--- config.mk ---
export PLATFORM = sky130hd
export DESIGN_NAME = array_refresh_mb
export DESIGN_NICKNAME = d
export VERILOG_FILES = /design/src/rtl/array_refresh_mb.sv
export SDC_FILE = /design/constraint.sdc
export NUM_CORES = 1
export LEC_CHECK = 0
export ABC_CLOCK_PERIOD_IN_PS = 1900
export BUFFER_PORTS_ARGS = -buffer_cell sky130_fd_sc_hd__clkbuf_2
export CAP_MARGIN = 20
export CORE_UTILIZATION = 52
export CTS_CLUSTER_DIAMETER = 80
export DETAILED_ROUTE_END_ITERATION = 7
export PLACE_DENSITY_LB_ADDON = 0.25
export SLEW_MARGIN = 20
export SYNTH_ARGS = -nofsm -noshare
export SYNTH_HDL_FRONTEND = slang
export SYNTH_SLANG_ARGS = --single-unit
export TNS_END_PERCENT = 20
--- constraint.sdc ---
create_clock -name clk -period 1.9 [get_ports clk]
set_input_delay 0.19 -clock clk [delete_from_list [all_inputs] [get_ports clk]]
set_output_delay 0.19 -clock clk [all_outputs]
set_load 0.1 [all_outputs]
--- src/rtl/array_refresh_mb.sv ---
// array_refresh_mb
// Multi-bank, multi-row refresh engine. One start request refreshes a
// programmable number of rows, either with every bank at once or one bank
// after another. Each refresh is an ACT window (tRAS cycles) followed by a
// PRE window (tRP cycles). A row pointer persists across requests and is
// only cleared by reset.
//
// Ports:
//   clk, rst_n        clock, asynchronous active-low reset
//   array_rf_start    request pulse, only honoured in IDLE
//   array_rf_mode     0 = all-bank, 1 = per-bank sequential (latched at start)
//   array_rf_rows     rows per request, 0 behaves as 1 (latched at start)
//   array_tRAS/tRP    ACT/PRE window lengths, 0 behaves as 1 (latched at start)
//   array_rf_busy     high from the cycle after acceptance through DONE
//   array_rf_done     one-cycle completion pulse
//   array_cs_n        per-bank active-low chip select
//   array_raddr       row currently being refreshed (the row pointer)
//   array_rf_bank     bank in ACT/PRE for per-bank mode, 0 otherwise
module array_refresh_mb #(
    parameter int ARRAY_ROW_ADDR_WIDTH = 16,
    parameter int BANK_NUM             = 4,
    parameter int BANK_W               = 2,
    parameter int TIMER_WIDTH          = 8
) (
    input  logic                            clk,
    input  logic                            rst_n,
    input  logic                            array_rf_start,
    input  logic                            array_rf_mode,
    input  logic [7:0]                      array_rf_rows,
    output logic                            array_rf_busy,
    output logic                            array_rf_done,
    input  logic [TIMER_WIDTH-1:0]          array_tRAS,
    input  logic [TIMER_WIDTH-1:0]          array_tRP,
    output logic [BANK_NUM-1:0]             array_cs_n,
    output logic [ARRAY_ROW_ADDR_WIDTH-1:0] array_raddr,
    output logic [BANK_W-1:0]               array_rf_bank
);

    typedef enum logic [1:0] {IDLE, ACT, PRE, DONE} state_t;

    localparam logic [BANK_W-1:0]               LAST_BANK = BANK_W'(BANK_NUM - 1);
    localparam logic [BANK_W-1:0]               BANK_ONE  = BANK_W'(1);
    localparam logic [ARRAY_ROW_ADDR_WIDTH-1:0] ROW_ONE   = ARRAY_ROW_ADDR_WIDTH'(1);
    localparam logic [TIMER_WIDTH-1:0]          TIMER_ONE = TIMER_WIDTH'(1);

    state_t                        state, state_nxt;
    logic [TIMER_WIDTH-1:0]        timer, timer_nxt;
    logic [TIMER_WIDTH-1:0]        tras_m1, tras_m1_nxt;
    logic [TIMER_WIDTH-1:0]        trp_m1, trp_m1_nxt;
    logic [7:0]                    rows_left, rows_left_nxt;
    logic                          mode, mode_nxt;
    logic [ARRAY_ROW_ADDR_WIDTH-1:0] row_ptr, row_ptr_nxt;
    logic [BANK_W-1:0]             bank, bank_nxt;
    logic [BANK_NUM-1:0]           cs_n, cs_n_nxt;
    logic                          busy, busy_nxt;
    logic                          done, done_nxt;

    // Window lengths are stored as "length minus one" so the timer can
    // count down to zero; a programmed 0 collapses to a single cycle.
    function automatic logic [TIMER_WIDTH-1:0] len_m1(input logic [TIMER_WIDTH-1:0] len);
        return (len == '0) ? '0 : len - TIMER_ONE;
    endfunction

    // Chip-select pattern for an ACT window: every bank low in all-bank
    // mode, only the selected bank low in per-bank mode.
    function automatic logic [BANK_NUM-1:0] act_mask(input logic per_bank,
                                                     input logic [BANK_W-1:0] b);
        logic [BANK_NUM-1:0] m;
        m = '0;
        if (per_bank) begin
            m    = '1;
            m[b] = 1'b0;
        end
        return m;
    endfunction

    always_ff @(posedge clk or negedge rst_n) begin
        if (!rst_n) begin
            state     <= IDLE;
            timer     <= '0;
            tras_m1   <= '0;
            trp_m1    <= '0;
            rows_left <= '0;
            mode      <= 1'b0;
            row_ptr   <= '0;
            bank      <= '0;
            cs_n      <= '1;
            busy      <= 1'b0;
            done      <= 1'b0;
        end else begin
            state     <= state_nxt;
            timer     <= timer_nxt;
            tras_m1   <= tras_m1_nxt;
            trp_m1    <= trp_m1_nxt;
            rows_left <= rows_left_nxt;
            mode      <= mode_nxt;
            row_ptr   <= row_ptr_nxt;
            bank      <= bank_nxt;
            cs_n      <= cs_n_nxt;
            busy      <= busy_nxt;
            done      <= done_nxt;
        end
    end

    // Next-state and next-output logic. Every output is computed one cycle
    // ahead here so that the outputs themselves come straight from flops.
    // The row pointer only moves when a whole row (all banks in per-bank
    // mode) has finished its PRE window, so raddr is stable through ACT.
    always_comb begin
        state_nxt     = state;
        timer_nxt     = timer;
        tras_m1_nxt   = tras_m1;
        trp_m1_nxt    = trp_m1;
        rows_left_nxt = rows_left;
        mode_nxt      = mode;
        row_ptr_nxt   = row_ptr;
        bank_nxt      = bank;
        cs_n_nxt      = cs_n;
        busy_nxt      = busy;
        done_nxt      = 1'b0;

        case (state)
            IDLE: begin
                if (array_rf_start) begin
                    state_nxt     = ACT;
                    mode_nxt      = array_rf_mode;
                    rows_left_nxt = (array_rf_rows == 8'd0) ? 8'd1 : array_rf_rows;
                    tras_m1_nxt   = len_m1(array_tRAS);
                    trp_m1_nxt    = len_m1(array_tRP);
                    timer_nxt     = len_m1(array_tRAS);
                    bank_nxt      = '0;
                    cs_n_nxt      = act_mask(array_rf_mode, '0);
                    busy_nxt      = 1'b1;
                end
            end
            ACT: begin
                if (timer == '0) begin
                    state_nxt = PRE;
                    timer_nxt = trp_m1;
                    cs_n_nxt  = '1;
                end else begin
                    timer_nxt = timer - TIMER_ONE;
                end
            end
            PRE: begin
                if (timer != '0) begin
                    timer_nxt = timer - TIMER_ONE;
                end else if (mode && (bank != LAST_BANK)) begin
                    state_nxt = ACT;
                    timer_nxt = tras_m1;
                    bank_nxt  = bank + BANK_ONE;
                    cs_n_nxt  = act_mask(1'b1, bank + BANK_ONE);
                end else begin
                    row_ptr_nxt   = row_ptr + ROW_ONE;
                    rows_left_nxt = rows_left - 8'd1;
                    bank_nxt      = '0;
                    if (rows_left != 8'd1) begin
                        state_nxt = ACT;
                        timer_nxt = tras_m1;
                        cs_n_nxt  = act_mask(mode, '0);
                    end else begin
                        state_nxt = DONE;
                        done_nxt  = 1'b1;
                    end
                end
            end
            DONE: begin
                state_nxt = IDLE;
                busy_nxt  = 1'b0;
            end
            default: begin
                state_nxt = IDLE;
                cs_n_nxt  = '1;
                busy_nxt  = 1'b0;
            end
        endcase
    end

    assign array_rf_busy = busy;
    assign array_rf_done = done;
    assign array_cs_n    = cs_n;
    assign array_raddr   = row_ptr;
    assign array_rf_bank = bank;

endmodule

==> results of run 1 <==
metrics by stage:
step           total power, mW  cell area [um^2]  hold slack, ps  setup slack [ps]
3_3_place_gp              5.70              4340             226              -185
6_report                  7.54              4780            71.9             -88.4
2_1_floorplan             4.50              3620            -106             -58.8
4_1_cts                   7.18              4650            61.0             -70.0
5_1_grt                   7.96              4780            56.6              -163
3_5_place_dp              5.83              4340             226              -272
routing by layer:
layer,vias up,share of wire [%],GRT usage [%]
met3,33,5.7,5.60
met2,162,49,47.9
li1,1653,-,-
met5,-,0,0
met1,1680,42,34.1
met4,0,3.5,11.2
where the power goes:
part | switching (mW) | internal, mW | leakage [nW] | total [mW]
Sequential | 0.368 | 1.74 | 0.725 | 2.11
Combinational | 2.52 | 1.73 | 1.35 | 4.26
Clock | 0.559 | 0.613 | 0.0962 | 1.17
cell type report:
class / count / area (um^2) / area share (%)
well taps: 77 / 96.3 / 2.01
clock buffers: 9 / 124 / 2.59
repair buffers: 116 / 793 / 16.6
multi-input cells: 298 / 2110 / 44.2
clock inverters: 7 / 76.3 / 1.60
flip-flops and latches: 59 / 1500 / 31.3
inverters: 22 / 82.6 / 1.73
worst max-delay path, stage by stage (launching register included):
cell and delay, ps:
dfrtp_1 390, inv_2 90, ha_4 140, or4b_4 500
nor2_4 250, o21ai_1 140, o22a_1 260, a21oi_1 150
logic make-up (layout without fill, tap and decap cells):
group	count (synthesis)	after routing	share of synthesized area [%]
multiplexers	6	6	1.73
buffers and inverters	37	154	4.38
XOR/XNOR	24	24	5.93
AND/OR/NAND/NOR	135	135	19.9
flip-flops	59	59	41.8
AO/OA/AOI/OAI	115	116	20.2
adder cells (fa/ha/maj)	17	17	6.00
registers in the layout, indices dropped and copies added (netlist names), 2 cells and up:
name / cells
array_raddr: 16
rows_left: 8
timer: 8
tras_m1: 8
trp_m1: 8
array_cs_n: 4
array_rf_bank: 2
state: 2
synth_stat cells (all sizes together) (2+ instances only):
cell	count
o21a	2
xnor2	12
a22oi	2
a31o	3
o221ai	3
ha	17
nand4	7
or3	4
o211ai	2
dfrtp	55
a221oi	4
clkbuf	12
mux2i	5
o32ai	4
nor4b	2
and3	4
nand3	10
inv	22
and4	2
nor3	11
a211oi	4
a21oi	22
or4	2
nand2	38
a31oi	3
xor2	12
o21ai	47
buf	3
dfstp	4
o31ai	9
a21o	2
nor2	31
or2	2
nor4	6
nor3b	3
o22a	5
nor2b	3
nand2b	5
and2	2
worst paths after layout:
check / cells past startpoint / to / slack (ps) / from
min reg2reg: 2 / array_cs_n[2] / 470 / array_cs_n[2]
max in group asynchronous: 3 / array_cs_n[2] / 1210 / rst_n
max reg2reg: 7 / timer[2] / -90 / timer[0]
max: 7 / timer[2] / -90 / timer[0]
min: 2 / tras_m1[0] / 70 / array_tRAS[0]
min in group asynchronous: 3 / array_raddr[14] / 380 / rst_n
timing repair:
item,CTS,global route
hold endpoints to repair,55,0
pin swaps,6,14
cloned,0,1
setup buffers,5,3
hold buffers,1,0
resized for setup,20,34
setup endpoints to repair,25,34
==> metrics, run 1 <==
CTS tree built; H-tree depth 3; synth warn 0; Area Growth Syn to Fin 35.0%; grt total ovfl 0; Starting DRT DRC Count 196; clock-pin slew on the worst setup and hold paths ~70 ps; drt drc 4; die width about 85 um; clk_skew approximately 9 ps; Max-Cap Viols 0; status complete, but fails checks; initial antenna violation count 0; CTS buffer count 9; most frequent cells in the layout buf_4 (56), clkbuf_2 (51), dfrtp_1 (46); Yosys top cell by area dfrtp_1; Syn Area/Cell 9.01 um^2; nets 551; clk buf depth 2; Seq/Total Area, Yosys 41.8%; Rel. slew slack between 60% and 70%; non-filler cells, final 588; data required time of the critical path roughly 2200 ps; CP Class register to register; maximum fanout along the worst path 6; RSZ-0062 raised after global routing true; post-layout util 74.0%; Async SR Flop Fraction 100%; Power Dens Cells about 1600 mW/mm^2; Die Y 84.5 um; Synth Cell Area 0.00354 mm^2; via density per instance 6.00; fmax about 500 MHz; core outline area 0.00646 mm^2; Std-Cell Rows 29; final setup fails 11; vias in the first global route 3337; ANT nets after route 0; Final Max Slew Viols 0; n_diodes 0; Post-synth EDFFs 0; routability congestion estimate 0.901; port buffer count 51; setup ws final -88.4 ps; Hold Crit Class input pin to register; dpl cells 562; total track usage 27.7%; Synth Flop Type dfrtp_1; CTS Sinks 59; largest cells by area after synthesis dfrtp_1 (39%), o21ai_0 (6.6%), ha_1 (6.0%), nand2_1 (4.0%), nor2_1 (3.2%); vias between 3000 and 4000; die area roughly 0.0071 mm^2; Synth Net Count about 440; cell count after synthesis 393; largest net degree at the start of global routing 60; fill count roughly 470; minimum clock period 1990 ps; Starting Density 54.8%; crit end category register; period utilization 105%; Max IR drop VDD 0.00114 V; Detailed Route WL ~9800 um; violated checks DRC, setup timing; WL/cell 16.7 um; Synth top area share 38.9%; CP arrival 2260 ps; most common cell after layout, fill and taps aside buf_4; number of synthesized register bits 59; first-pass GRT wire length around 15000 um; synth unique cells 52; Fin. Hold Viols 0; Clk Latency, worst-skew pair between 300 and 400 ps; fraction of layout cells with a size suffix above 1 37.4%; IO Pins 52; crit path launch type register; Leakage Power 2.17 nW; drt pass-1 iters 7; Setup TNS Final -546 ps; DP HPWL 6770 um; worst slew pin tran 551 ps; clock root buffer clkbuf_8
No activity file was read; power rests on OpenSTA's default activity.
==> run 2, diff against run 1 <==
--- a/config.mk
+++ b/config.mk
@@ -11,6 +11,7 @@
 export CORE_UTILIZATION = 52
 export CTS_CLUSTER_DIAMETER = 80
 export DETAILED_ROUTE_END_ITERATION = 7
+export GPL_TIMING_DRIVEN = 0
 export PLACE_DENSITY_LB_ADDON = 0.25
 export SLEW_MARGIN = 20
 export SYNTH_ARGS = -nofsm -noshare
==> metrics, run 2 (same netlist as run 1, synthesis figures left out) <==
CP Cell Sequence buf_6, nor3_2, nand4_1, or3_4, nor2_1, xor2_1; clk buf depth 2; Final Cell Area 0.00447 mm^2; port buffer count 51; max FFs per register 16; drt drc 9; Pwr Total 7.16 mW; via density per instance 6.02; WL/cell 16.5 um; vias in the first global route 3156; Leakage Power 2.00 nW; Final Max Slew Viols 0; IO Pins 52; Worst path slowest cell or3_4; post-layout util about 69%; largest net degree at the start of global routing 36; first-pass GRT wire length 15200 um; n_diodes 0; nets 518; drt pass-1 iters 7; ANT nets after route 0; clock root buffer clkbuf_8; Starting Density 54.8%; Fin. Hold Viols 0; dpl cells 522; most common cell after layout, fill and taps aside clkbuf_2; Placed Instance Area about 0.0040 mm^2; Place WS -461 ps; most frequent cells in the layout clkbuf_2 (53), dfrtp_1 (44), nand2_1 (37); initial antenna violation count 0; crit end category register; fraction of layout cells with a size suffix above 1 ~30%; clk_skew just over 10 ps; CTS tree built; setup ws final -132 ps; Max-Cap Viols 0; Area Growth Syn to Fin 26.3%; Std-Cell Rows 29; worst slew pin tran 588 ps; Starting DRT DRC Count 210; Setup TNS Final -1760 ps; die area ~0.0071 mm^2; Rel. slew slack roughly three fifths; Die Y 84.5 um; Detailed Route WL 9190 um; Power Dens Cells ~1600 mW/mm^2; H-tree depth 3; fmax between 400 and 500 MHz; maximum fanout along the worst path 6; routability congestion estimate 0.947; die width 84.5 um; CTS buffer count 9; grt total ovfl 0; Max IR drop VDD 0.000888 V; data required time of the critical path 2170 ps; non-filler cells, final 555; Hold Crit Class input pin to register; final setup fails 29; minimum clock period 2030 ps; core outline area 0.00646 mm^2; CP arrival roughly 2300 ps; period utilization 107%; vias roughly 3300; worst hold slack 92.8 ps; crit path launch type register; DP HPWL 6320 um; status complete, but fails checks; violated checks DRC, setup timing; Max stage delay on crit path 460 ps; clock-pin slew on the worst setup and hold paths 70 ps; total track usage 26.9%; CTS Sinks 59; RSZ-0062 raised after global routing true; Clk Latency, worst-skew pair ~340 ps; CP Class register to register
[run 2: cell types whose count changed in the layout (fill, tap and decap cells not counted), moves of 3 or more]
cell / previous run / this run
nor2_4: 6 / 2
a21oi_1: 19 / 22
clkbuf_1: 0 / 7
buf_6: 6 / 3
buf_4: 56 / 17
a21oi_2: 3 / 0
nor2_1: 23 / 26
[run 2: per-layer routing]
metal / track usage [%] / share of wire, % / up-vias / routed length (um)
li1: - / - / 1578 / -
met1: 35.2 / 43 / 1588 / 3980
met2: 42.4 / 48 / 149 / 4390
met3: 5.31 / 5.8 / 27 / 533
met4: 14.2 / 3.0 / 0 / 275
met5: 0 / 0 / - / 0
[run 2: report_power, final]
part / total, mW / internal [mW] / switching [mW]
sequential: 2.21 / 1.74 / 0.468
clock: 1.41 / 0.903 / 0.505
combinational: 3.54 / 1.33 / 2.21
total: 7.16 / 3.98 / 3.18
[run 2: area by class of cell]
type | count | area (um^2)
clock buffer | 11 | 141
tap | 77 | 96.3
clock inverter | 5 | 100
fill | 531 | 1980
multi-input combinational | 297 | 2050
buffer | 13 | 78.8
timing repair buffer | 71 | 420
sequential | 59 | 1500
inverter | 22 | 82.6
[run 2: worst paths after layout]
path / depth (start not counted) / to / startpoint / slack, ps
setup / recovery: 6 / array_raddr[15] / timer[2] / -130
hold / removal: 2 / trp_m1[0] / array_tRP[0] / 90
setup reg to reg: 6 / array_raddr[15] / timer[2] / -130
hold reg to reg: 1 / array_raddr[15] / array_raddr[15] / 460
max in group asynchronous: 3 / array_cs_n[1] / rst_n / 1000
min in group asynchronous: 2 / array_raddr[14] / rst_n / 320
[run 2: critical path, delay by kind of cell (launching register included)]
kind,cells,cell delay [ps]
and+or+nand+nor,4,1330
buffers and inverters,1,130
xor gates and xnor gates,1,140
DFF,1,370
[run 2: timing repair]
action,4_1_cts,5_1_grt
resized for setup,29,17
hold buffers,1,0
gates cloned,1,0
pin swaps,10,8
hold endpoints to repair,24,0
setup endpoints to repair,39,40
buffers inserted,9,8
==> run 3, diff against run 2 <==
--- a/config.mk
+++ b/config.mk
@@ -8,6 +8,7 @@
 export ABC_CLOCK_PERIOD_IN_PS = 1900
 export BUFFER_PORTS_ARGS = -buffer_cell sky130_fd_sc_hd__clkbuf_2
 export CAP_MARGIN = 20
+export CORE_ASPECT_RATIO = 1.1
 export CORE_UTILIZATION = 52
 export CTS_CLUSTER_DIAMETER = 80
 export DETAILED_ROUTE_END_ITERATION = 7
==> metrics, run 3 (same netlist as run 1, synthesis figures left out) <==
status complete, but fails checks; violated checks setup timing; final setup fails 21; Clk Latency, worst-skew pair 350 ps; IO Pins 52; post-layout util 68.0%; RSZ-0062 raised after global routing true; Hold EP tras_m1[0]; clock-pin slew on the worst setup and hold paths roughly 70 ps; die width 80.7 um; first-pass GRT wire length between 15000 and 20000 um; CTS buffer count 9; DP HPWL 6400 um; Final Max Slew Viols 0; period utilization 107%; port buffer count 51; via density per instance between 6 and 7; most common cell after layout, fill and taps aside clkbuf_2; largest net degree at the start of global routing 35; crit end category register; drt drc 0; CTS Sinks 59; fraction of layout cells with a size suffix above 1 31.1%; vias 3366; drt pass-1 iters 5; die area just over 0.007 mm^2; r2r startpoint rows_left[3]; Place WS -418 ps; vias in the first global route 3177; Max-Cap Viols 0; Detailed Route WL 9200 um; worst hold slack around 84 ps; max FFs per register 16; fmax 493 MHz; clk_skew 9.11 ps; met2 Use GR 46.8%; total track usage between 20% and 30%; data required time of the critical path around 2100 ps; core outline area 0.00659 mm^2; maximum fanout along the worst path 5; path depth of the worst reg2reg path 5; power share of the combinational group 50.8%; minimum clock period 2030 ps; Final Cell Area around 0.0045 mm^2; Clock power frac around 18%; GRT Max-Usage Layer met2; CP Class register to register; Sequential Power Share 31.4%; Rel. slew slack 63.7%; Worst Hold Launch array_tRAS[0]; H-tree depth 3; Power Dens Cells 1560 mW/mm^2; ANT nets after route 0; initial antenna violation count 0; Die Y 88.6 um; R2R Path End rows_left[7]; crit path launch type register; n_diodes 0; Internal Power 3.82 mW; Max IR drop VDD 0.000818 V; Worst Hold Depth 2; grt total ovfl 0; clock root buffer clkbuf_8; R2R Setup Slk -130 ps; Starting Density 53.7%; Leakage Power 1.97 nW; CTS tree built; met1 usage 34.3%; Starting DRT DRC Count about 150; most frequent cells in the layout clkbuf_2 (52), dfrtp_1 (43), nand2_1 (38), o21ai_0 (38), nor2_1 (25); worst slew pin tran 547 ps; clk buf depth 2; Std-Cell Rows 31; CP arrival between 2000 and 2500 ps; Placed Instance Area 0.00400 mm^2; Hold Crit Class input pin to register; switching power around 3.2 mW; WL/cell 16.5 um; Fin. Hold Viols 0; nets a little over 500; sw frac a little under half; met3 global-route usage 5.15%; setup ws final -127 ps; Area Growth Syn to Fin 26.5%; routability congestion estimate 0.892
==> run 3: cell count changes in the layout (fill, tap and decap cells not counted), sizes merged <==
| cell | previous run | this run |
|---|---|---|
| buf | 22 | 20 |
| bufinv | 3 | 2 |
| clkinvlp | 0 | 1 |
==> run 3: worst max path at each step <==
stage,startpoint,endpoint,slack [ps]
2_1_floorplan,array_raddr[2],array_raddr[12],-60
3_3_place_gp,timer[0],array_cs_n[1],-430
3_5_place_dp,timer[0],array_cs_n[1],-420
4_1_cts,timer[2],array_raddr[14],-120
5_1_grt,timer[0],array_raddr[15],-230
6_report,rows_left[3],rows_left[7],-130
==> run 3: worst max-delay path, stage by stage (launching register included) <==
cell	delay, ps
dfrtp_1	440
or4_4	570
or4_1	450
and2_1	190
o21ai_1	170
nand2_1	80
==> run 3: what timing repair did <==
| action | CTS | global route |
|---|---|---|
| buffers inserted | 15 | 2 |
| endpoints found under the hold margin | 21 | 0 |
| hold buffers | 1 | 0 |
| setup endpoints to repair | 39 | 40 |
| gates cloned | 1 | 0 |
| pin swaps | 16 | 10 |
| resized for setup | 29 | 27 |
==> run 3: layer usage <==
metal,up-vias,wire length (um)
li1,1577,-
met1,1612,3760
met2,147,4530
met3,30,541
met4,0,366
met5,-,0
==> run 3: final cells by class <==
class,count,area (um^2)
Clock buffer,11,131
Fill cell,523,2110
Sequential cell,59,1500
Buffer,12,70.1
Clock inverter,5,77.6
Timing Repair Buffer,70,419
Tap cell,82,103
Inverter,22,82.6
Multi-Input combinational cell,297,2100
==> run 3: through the flow <==
| step | cells | power [mW] | TNS, ps |
|---|---|---|---|
| 5_1_grt | 558 | 7.45 | -4220 |
| 3_3_place_gp | 526 | 5.19 | -9120 |
| 6_report | 558 | 7.00 | -1360 |
| 3_5_place_dp | 527 | 5.27 | -9420 |
| 2_1_floorplan | 393 | 4.50 | -248 |
| 4_1_cts | 558 | 6.78 | -1240 |
==> run 3: power by group through the flow <==
stage	sequential (mW)	clock, mW	combinational [mW]
floorplan	2.55	0	1.95
global placement	2.18	0	3.01
detailed placement	2.20	0	3.07
CTS	2.15	1.24	3.39
global route	2.25	1.31	3.89
finish	2.20	1.24	3.56
